<file path="src/rtl/mem_bus_arbiter.sv">
// mem_bus_arbiter: shares one memory request channel between the instruction-fetch
// requester (I) and the data-memory requester (D).
//
// Ports:
//   clk, reset                  clock and synchronous active-high reset
//   i_valid, i_addr             fetch request
//   i_data_ok, i_rdata          fetch response
//   d_valid, d_addr, d_write,   data request (strobe/wdata used for stores only)
//   d_strobe, d_wdata
//   d_data_ok, d_rdata          data response
//   m_valid, m_addr, m_write,   registered memory request, stable while busy
//   m_strobe, m_wdata
//   m_data_ok, m_rdata          single-beat memory response
//   busy                        a transaction is in flight
//
// One requester is granted at a time and keeps the grant until m_data_ok.
// RR_MODE = 0 gives D fixed priority; RR_MODE = 1 alternates under contention.
module mem_bus_arbiter #(
   parameter int unsigned ADDR_W  = 64,
   parameter int unsigned DATA_W  = 64,
   parameter int unsigned RR_MODE = 0
) (
   input  logic                clk,
   input  logic                reset,
   input  logic                i_valid,
   input  logic [ADDR_W-1:0]   i_addr,
   output logic                i_data_ok,
   output logic [DATA_W-1:0]   i_rdata,
   input  logic                d_valid,
   input  logic [ADDR_W-1:0]   d_addr,
   input  logic                d_write,
   input  logic [DATA_W/8-1:0] d_strobe,
   input  logic [DATA_W-1:0]   d_wdata,
   output logic                d_data_ok,
   output logic [DATA_W-1:0]   d_rdata,
   output logic                m_valid,
   output logic [ADDR_W-1:0]   m_addr,
   output logic                m_write,
   output logic [DATA_W/8-1:0] m_strobe,
   output logic [DATA_W-1:0]   m_wdata,
   input  logic                m_data_ok,
   input  logic [DATA_W-1:0]   m_rdata,
   output logic                busy
);

   typedef enum logic {StIdle, StBusy} state_e;

   localparam logic OwnerI = 1'b0;
   localparam logic OwnerD = 1'b1;

   state_e state_q;
   logic   owner_q;
   logic   last_grant_q;
   logic   abandoned_q;
   logic   grant_is_d;
   logic   owner_valid;
   logic   resp_ok;

   // Grant selection, only consumed on an IDLE edge.
   always_comb begin
      grant_is_d = 1'b0;
      if (d_valid && !i_valid) begin
         grant_is_d = 1'b1;
      end else if (d_valid && i_valid) begin
         // Round-robin: whoever did not win last time; last_grant resets to I so D wins first.
         grant_is_d = (RR_MODE == 0) ? 1'b1 : (last_grant_q == OwnerI);
      end
   end

   assign owner_valid = (owner_q == OwnerD) ? d_valid : i_valid;

   always_ff @(posedge clk) begin
      if (reset) begin
         state_q      <= StIdle;
         m_valid      <= 1'b0;
         m_addr       <= '0;
         m_write      <= 1'b0;
         m_strobe     <= '0;
         m_wdata      <= '0;
         owner_q      <= OwnerI;
         last_grant_q <= OwnerI;
         abandoned_q  <= 1'b0;
      end else begin
         unique case (state_q)
            StIdle: begin
               if (i_valid || d_valid) begin
                  state_q      <= StBusy;
                  m_valid      <= 1'b1;
                  owner_q      <= grant_is_d;
                  last_grant_q <= grant_is_d;
                  abandoned_q  <= 1'b0;
                  if (grant_is_d) begin
                     m_addr   <= d_addr;
                     m_write  <= d_write;
                     m_strobe <= d_strobe;
                     m_wdata  <= d_wdata;
                  end else begin
                     // Fetches are always reads.
                     m_addr   <= i_addr;
                     m_write  <= 1'b0;
                     m_strobe <= '0;
                     m_wdata  <= '0;
                  end
               end
            end
            StBusy: begin
               // Owner withdrew: let memory finish but swallow the response.
               if (!owner_valid) begin
                  abandoned_q <= 1'b1;
               end
               if (m_data_ok) begin
                  state_q <= StIdle;
                  m_valid <= 1'b0;
               end
            end
            default: begin
               state_q <= StIdle;
               m_valid <= 1'b0;
            end
         endcase
      end
   end

   assign busy = (state_q == StBusy);

   // Uses the registered abandon flag, so a drop in the completion cycle still gets data.
   assign resp_ok   = busy && m_data_ok && !abandoned_q;
   assign i_data_ok = resp_ok && (owner_q == OwnerI);
   assign d_data_ok = resp_ok && (owner_q == OwnerD);
   assign i_rdata   = (owner_q == OwnerI) ? m_rdata : '0;
   assign d_rdata   = (owner_q == OwnerD) ? m_rdata : '0;

endmodule

</file>
<file path="config.mk">
export PLATFORM = sky130hd
export DESIGN_NAME = mem_bus_arbiter
export DESIGN_NICKNAME = d
export VERILOG_FILES = /design/src/rtl/mem_bus_arbiter.sv
export SDC_FILE = /design/constraint.sdc
export NUM_CORES = 1
export LEC_CHECK = 0
export BUFFER_PORTS_ARGS = -buffer_cell sky130_fd_sc_hd__buf_2
export CAP_MARGIN = 20
export CORE_AREA = 2 2 213 215
export CTS_CLUSTER_SIZE = 25
export DETAILED_ROUTE_END_ITERATION = 7
export DIE_AREA = 0 0 215 217
export GPL_TIMING_DRIVEN = 0
export HOLD_SLACK_MARGIN = 0.05
export PLACE_DENSITY_LB_ADDON = 0.25
export SETUP_SLACK_MARGIN = 0.02
export SKIP_CTS_REPAIR_TIMING = 1
export SLEW_MARGIN = 0
export SYNTH_ARGS = -nofsm -noshare
export SYNTH_HDL_FRONTEND = slang
export SYNTH_SLANG_ARGS = --single-unit
export TNS_END_PERCENT = 100
</file>
<file path="constraint.sdc">
create_clock -name clk -period 3.39 [get_ports clk]
set_input_delay 0.1695 -clock clk [delete_from_list [all_inputs] [get_ports clk]]
set_output_delay 0.1695 -clock clk [all_outputs]
set_load 0.03 [all_outputs]
</file>
* Word-level counts from Yosys, hierarchy flattened *
Cells that the tools add are included.

operators by class
  eq/ne operators = 3
  muxes and demuxes = 18
  bitwise gates (word level) = 2
  reductions and logical operators = 12

operators by type and width
  operator                                       count
  2-to-1 mux 64 bit                              4
  2-to-1 mux 1 bit                               10
  2-to-1 mux 8 bit                               1
  logical AND 1 bit                              6
  inequality test 2 bit (second input constant)  3
  case mux 1 bit (2 select lines)                3
  AND reduction 2 bit                            3
  logical NOT 1 bit                              2
  inverter 1 bit                                 2
  logical OR 1 bit                               1

storage, ports and cells
  bits in registers = 141
  word-level logic and storage cells = 43

* Depth between registers and ports, before layout *
  depth in word-level cells = 4
  depth in mapped cells = 7
  gate-level depth less buffers = 3

* Least setup slack after synthesis *
No wires, ideal clock.

  path type = flip-flop to output port
  from = register state_q (netlist: busy)
  to = output port d_data_ok
  arrival = 1.437 ns
  data required time = 3.220 ns
  setup slack = 1.783 ns
  cell stages (with the launch flop) = 3
  path buffers = 0
  cell sequence = dfxtp_1 nand2_1 nor3b_1

on the way
  longest elaborated chain between the ends = 3

ends and longest elaborated chain
  what                            RTL line  source
  from (decl)                     51        state_e state_q;
  from (signal assigned)          74        state_q <= StIdle;
  from (signal assigned)          87        state_q <= StBusy;
  from (signal assigned)          112       state_q <= StIdle;
  logical AND 1 bit (2 in a row)  127       assign resp_ok = busy && m_data_ok && !abandoned_q;
  logical AND 1 bit               129       assign d_data_ok = resp_ok && (owner_q == OwnerD);
  to (decl)                       34        output logic d_data_ok,

Every way passes these cells.

* Worst setup path after layout *
  from = register owner_q
  to = output port i_rdata[59]

on the way
  longest elaborated chain between the ends = 1

ends and longest elaborated chain
  what                    RTL line  source
  from (decl)             52        logic owner_q;
  from (signal assigned)  80        owner_q <= OwnerI;
  from (signal assigned)  89        owner_q <= grant_is_d;
  2-to-1 mux 64 bit       130       assign i_rdata = (owner_q == OwnerI) ? m_rdata : '0;
  to (decl)               28        output logic [DATA_W-1:0] i_rdata,

Every way passes these cells.

==> reports/results.tsv <==
stage	metric	value	unit
pwr	p_int	3410	µW
timing	slew_violations	0	
floorplanning	die-width	215	µm
logic_synthesis	yosysTopAreaCellShare	0.446	
route	first_pass_iters	4	
placed_design	dpl.hpwl	25300	µm
timing	fmax	386	MHz
clock_network	clockBufferDepth	2	
clock_network	cts-root-buf	clkbuf_16	
critical_path	arrival	2.42	ns
timing	setup_viol	0	
critical_path	setup.worst_path.start_class	flop	
finish	seq_area	2820	µm²
timing	rsz0062_at_grt	no	
route	routed-wl-met3	2080	µm
timing	finalSetupTns	0	ns
global_routing	antenna_found_initial	10	
route	drc	0	
finish	syn2layout_area_growth	93.2	%
critical_path	worst-path-max-fanout	10	
global_routing	grt_pass1_wl	44400	µm
finish	fillers	4817	
clock_network	h-tree-depth	4	
route	drt_wl_total	33000	µm
floorplanning	dieArea	46700	µm²
clock_network	cts_buffers	17	
floorplanning	row_count	78	
logic_synthesis	ys_warn_count	0	
floorplanning	core_area	44700	µm²
logic_synthesis	async_flop_share	0	
placed_design	place_congestion	0.825	
route	avgViaCountPerCell	3.90	
global_routing	grt_pass1_vias	7216	
floorplanning	io_pins	539	
pwr	power_leakage	0.00592	µW
logic_synthesis	synth_seq_cells	141	
critical_path	worstPathRequired	3.22	ns
timing	worst_pin_slew	0.637	ns
global_routing	gr-total-overflow	0	
pwr	p_sw	1810	µW
clock_network	clk_pin_slew_worst_paths	0.07	ns
route	drt-met1-wl	12700	µm
critical_path	cp-end-kind	output pin	
logic_synthesis	synth_edf_count	0	
critical_path	worstPathCellList	clkbuf_1 -> clkbuf_1 -> nor2b_1 -> buf_2	
finish	layout.nets	1712	
pwr	power	5220	µW
outcome	status	finished clean	
timing	min_period	2.59	ns
route	top_layer	met4	
clock_network	insertion_delay	0.45	ns
global_routing	grt_start_max_net_pins	17	
logic_synthesis	synth_most_common_cell	dfxtp_1	
logic_synthesis	synth_top_area_cell	dfxtp_1	
finish	layout-drive-gt1-share	0.418	
pwr	peakVddDrop	0.343	mV
timing	finalClockSkew	0.0121	ns
logic_synthesis	synth_area_leaders	dfxtp_1 (45%), mux2i_1 (10%), o2bb2ai_1 (8.9%)	
global_routing	grt_use_total	0.129	
route	dr_wl_met2	17000	µm
critical_path	slowest_stage	clkbuf_1	
logic_synthesis	synth-main-ff-cell	dfxtp_1	
logic_synthesis	synth.distinct_cells	23	
timing	relSlewSlack	0.575	
floorplanning	start_util	0.142	
clock_network	cts_tree	done	
timing	fin_crit_sh	0.764	
route	vias	8027	
route	first_iter_violations	253	
clock_network	cts_sinks	141	
placed_design	place.port_buffers	536	
floorplanning	die_h	217	µm
logic_synthesis	synth_fp_nets	970	
critical_path	path_class	reg -> out	
logic_synthesis	synth.cells.most_frequent	dfxtp_1 (141), a21oi_1 (74), nand2_1 (74)	
logic_synthesis	avgSynthCellArea	9.05	µm²
timing	final_hold_viol_count	0	
worst_hold_path	hp-class	in -> reg	
critical_path	slowest_delay	0.54	ns
finish	multi_input_area	3120	µm²
critical_path	crit_top_cell	clkbuf_1	
route	ant_nets	0	
pwr	switching_share	0.346	
logic_synthesis	synth_seq_area_share	0.446	
pwr	p_clk_frac	0.365	
pwr	seq_power_share	0.350	
route	routedWlPerCell	16.0	µm
logic_synthesis	synth_area	6330	µm²
pwr	p_comb_frac	0.285	
job	cap_violations	0	
logic_synthesis	synthesis.instances	700	
pwr	p_per_area	426	nW/µm²
registers in the layout, indices dropped and copies added, names as in the netlist:
name	flops
m_write	1
m_wdata	64
owner_q	1
m_addr	64
abandoned_q	1
m_strobe	8
busy	1
m_valid	1
cell usage in the layout, fill, tap and decap left out, drive strengths merged, types with 41 or more instances in the layout:
cell type,n
buf,582
mux2i,66
nor2b,64
and2,64
a21oi,74
o2bb2ai,64
dlygate4sd3,187
dfxtp,141
nand2,74
nand3,73
clkbuf,41
power by group through the flow:
stage               sequential (µW)  combinational, µW  clock (µW)
floorplan                      2070                571           0
global placement               1860               1300           0
detailed placement             1860               1300           0
CTS                            1820               1310        1970
global route                   1840               1590        2040
finish                         1820               1490        1910
metal layers:
| layer | GRT usage | vias to the layer above |
|---|---|---|
| li1 | - | 3905 |
| met1 | 0.134 | 3704 |
| met2 | 0.237 | 359 |
| met3 | 0.0391 | 59 |
| met4 | 0.0644 | 0 |
| met5 | 0 | - |
stage by stage:
| stage | setup WS [ns] | hold slack (ns) | cells | cell area [µm²] | utilization |
|---|---|---|---|---|---|
| finish | 0.799 | 0.0284 | 2059 | 12200 | 0.274 |
| global route | 0.560 | 0.0523 | 2059 | 12200 | 0.274 |
| CTS | 0.475 | -0.0652 | 1868 | 10400 | 0.232 |
| detailed placement | 0.993 | 0.440 | 1836 | 9770 | 0.219 |
| global placement | 1.12 | 0.434 | 1836 | 9770 | 0.219 |
| floorplan | 1.78 | 0.287 | 700 | 6330 | - |
critical path: cells and delay by family (launching register included):
kind                   cells  cell delay [ns]
buffers and inverters      3             1.28
flip-flops                 1             0.49
AND/OR/NAND/NOR            1             0.19
cell type report:
type,count,area share
clock inverters,14,0.0120
flip-flops and latches,141,0.231
clock buffers,18,0.0359
multi-input cells,490,0.255
plain buffers,69,0.0317
repair buffers,723,0.372
well taps,600,0.0614
diodes,4,0.000818
kinds of logic after synthesis:
group	after synthesis	synth area share
DFF	141	0.446
buffers and inverters	69	0.0612
muxes	66	0.104
and+or+nand+nor	281	0.235
AOI/OAI and AO/OA	143	0.153
worst paths after layout:
| check | from | endpoint | slack, ns | cells past startpoint |
|---|---|---|---|---|
| hold reg to reg | m_write$_SDFFE_PP0P_ | m_write$_SDFFE_PP0P_ | 0.45 | 2 |
| hold / removal | d_addr[13] | m_addr[13]$_SDFFE_PP0P_ | 0.03 | 3 |
| setup reg to reg | busy$_SDFF_PP0_ | m_addr[17]$_SDFFE_PP0P_ | 1.78 | 5 |
| setup / recovery | owner_q$_SDFFE_PP0P_ | i_rdata[59] | 0.80 | 4 |
Note: power is estimated with default switching activity, not from simulation.
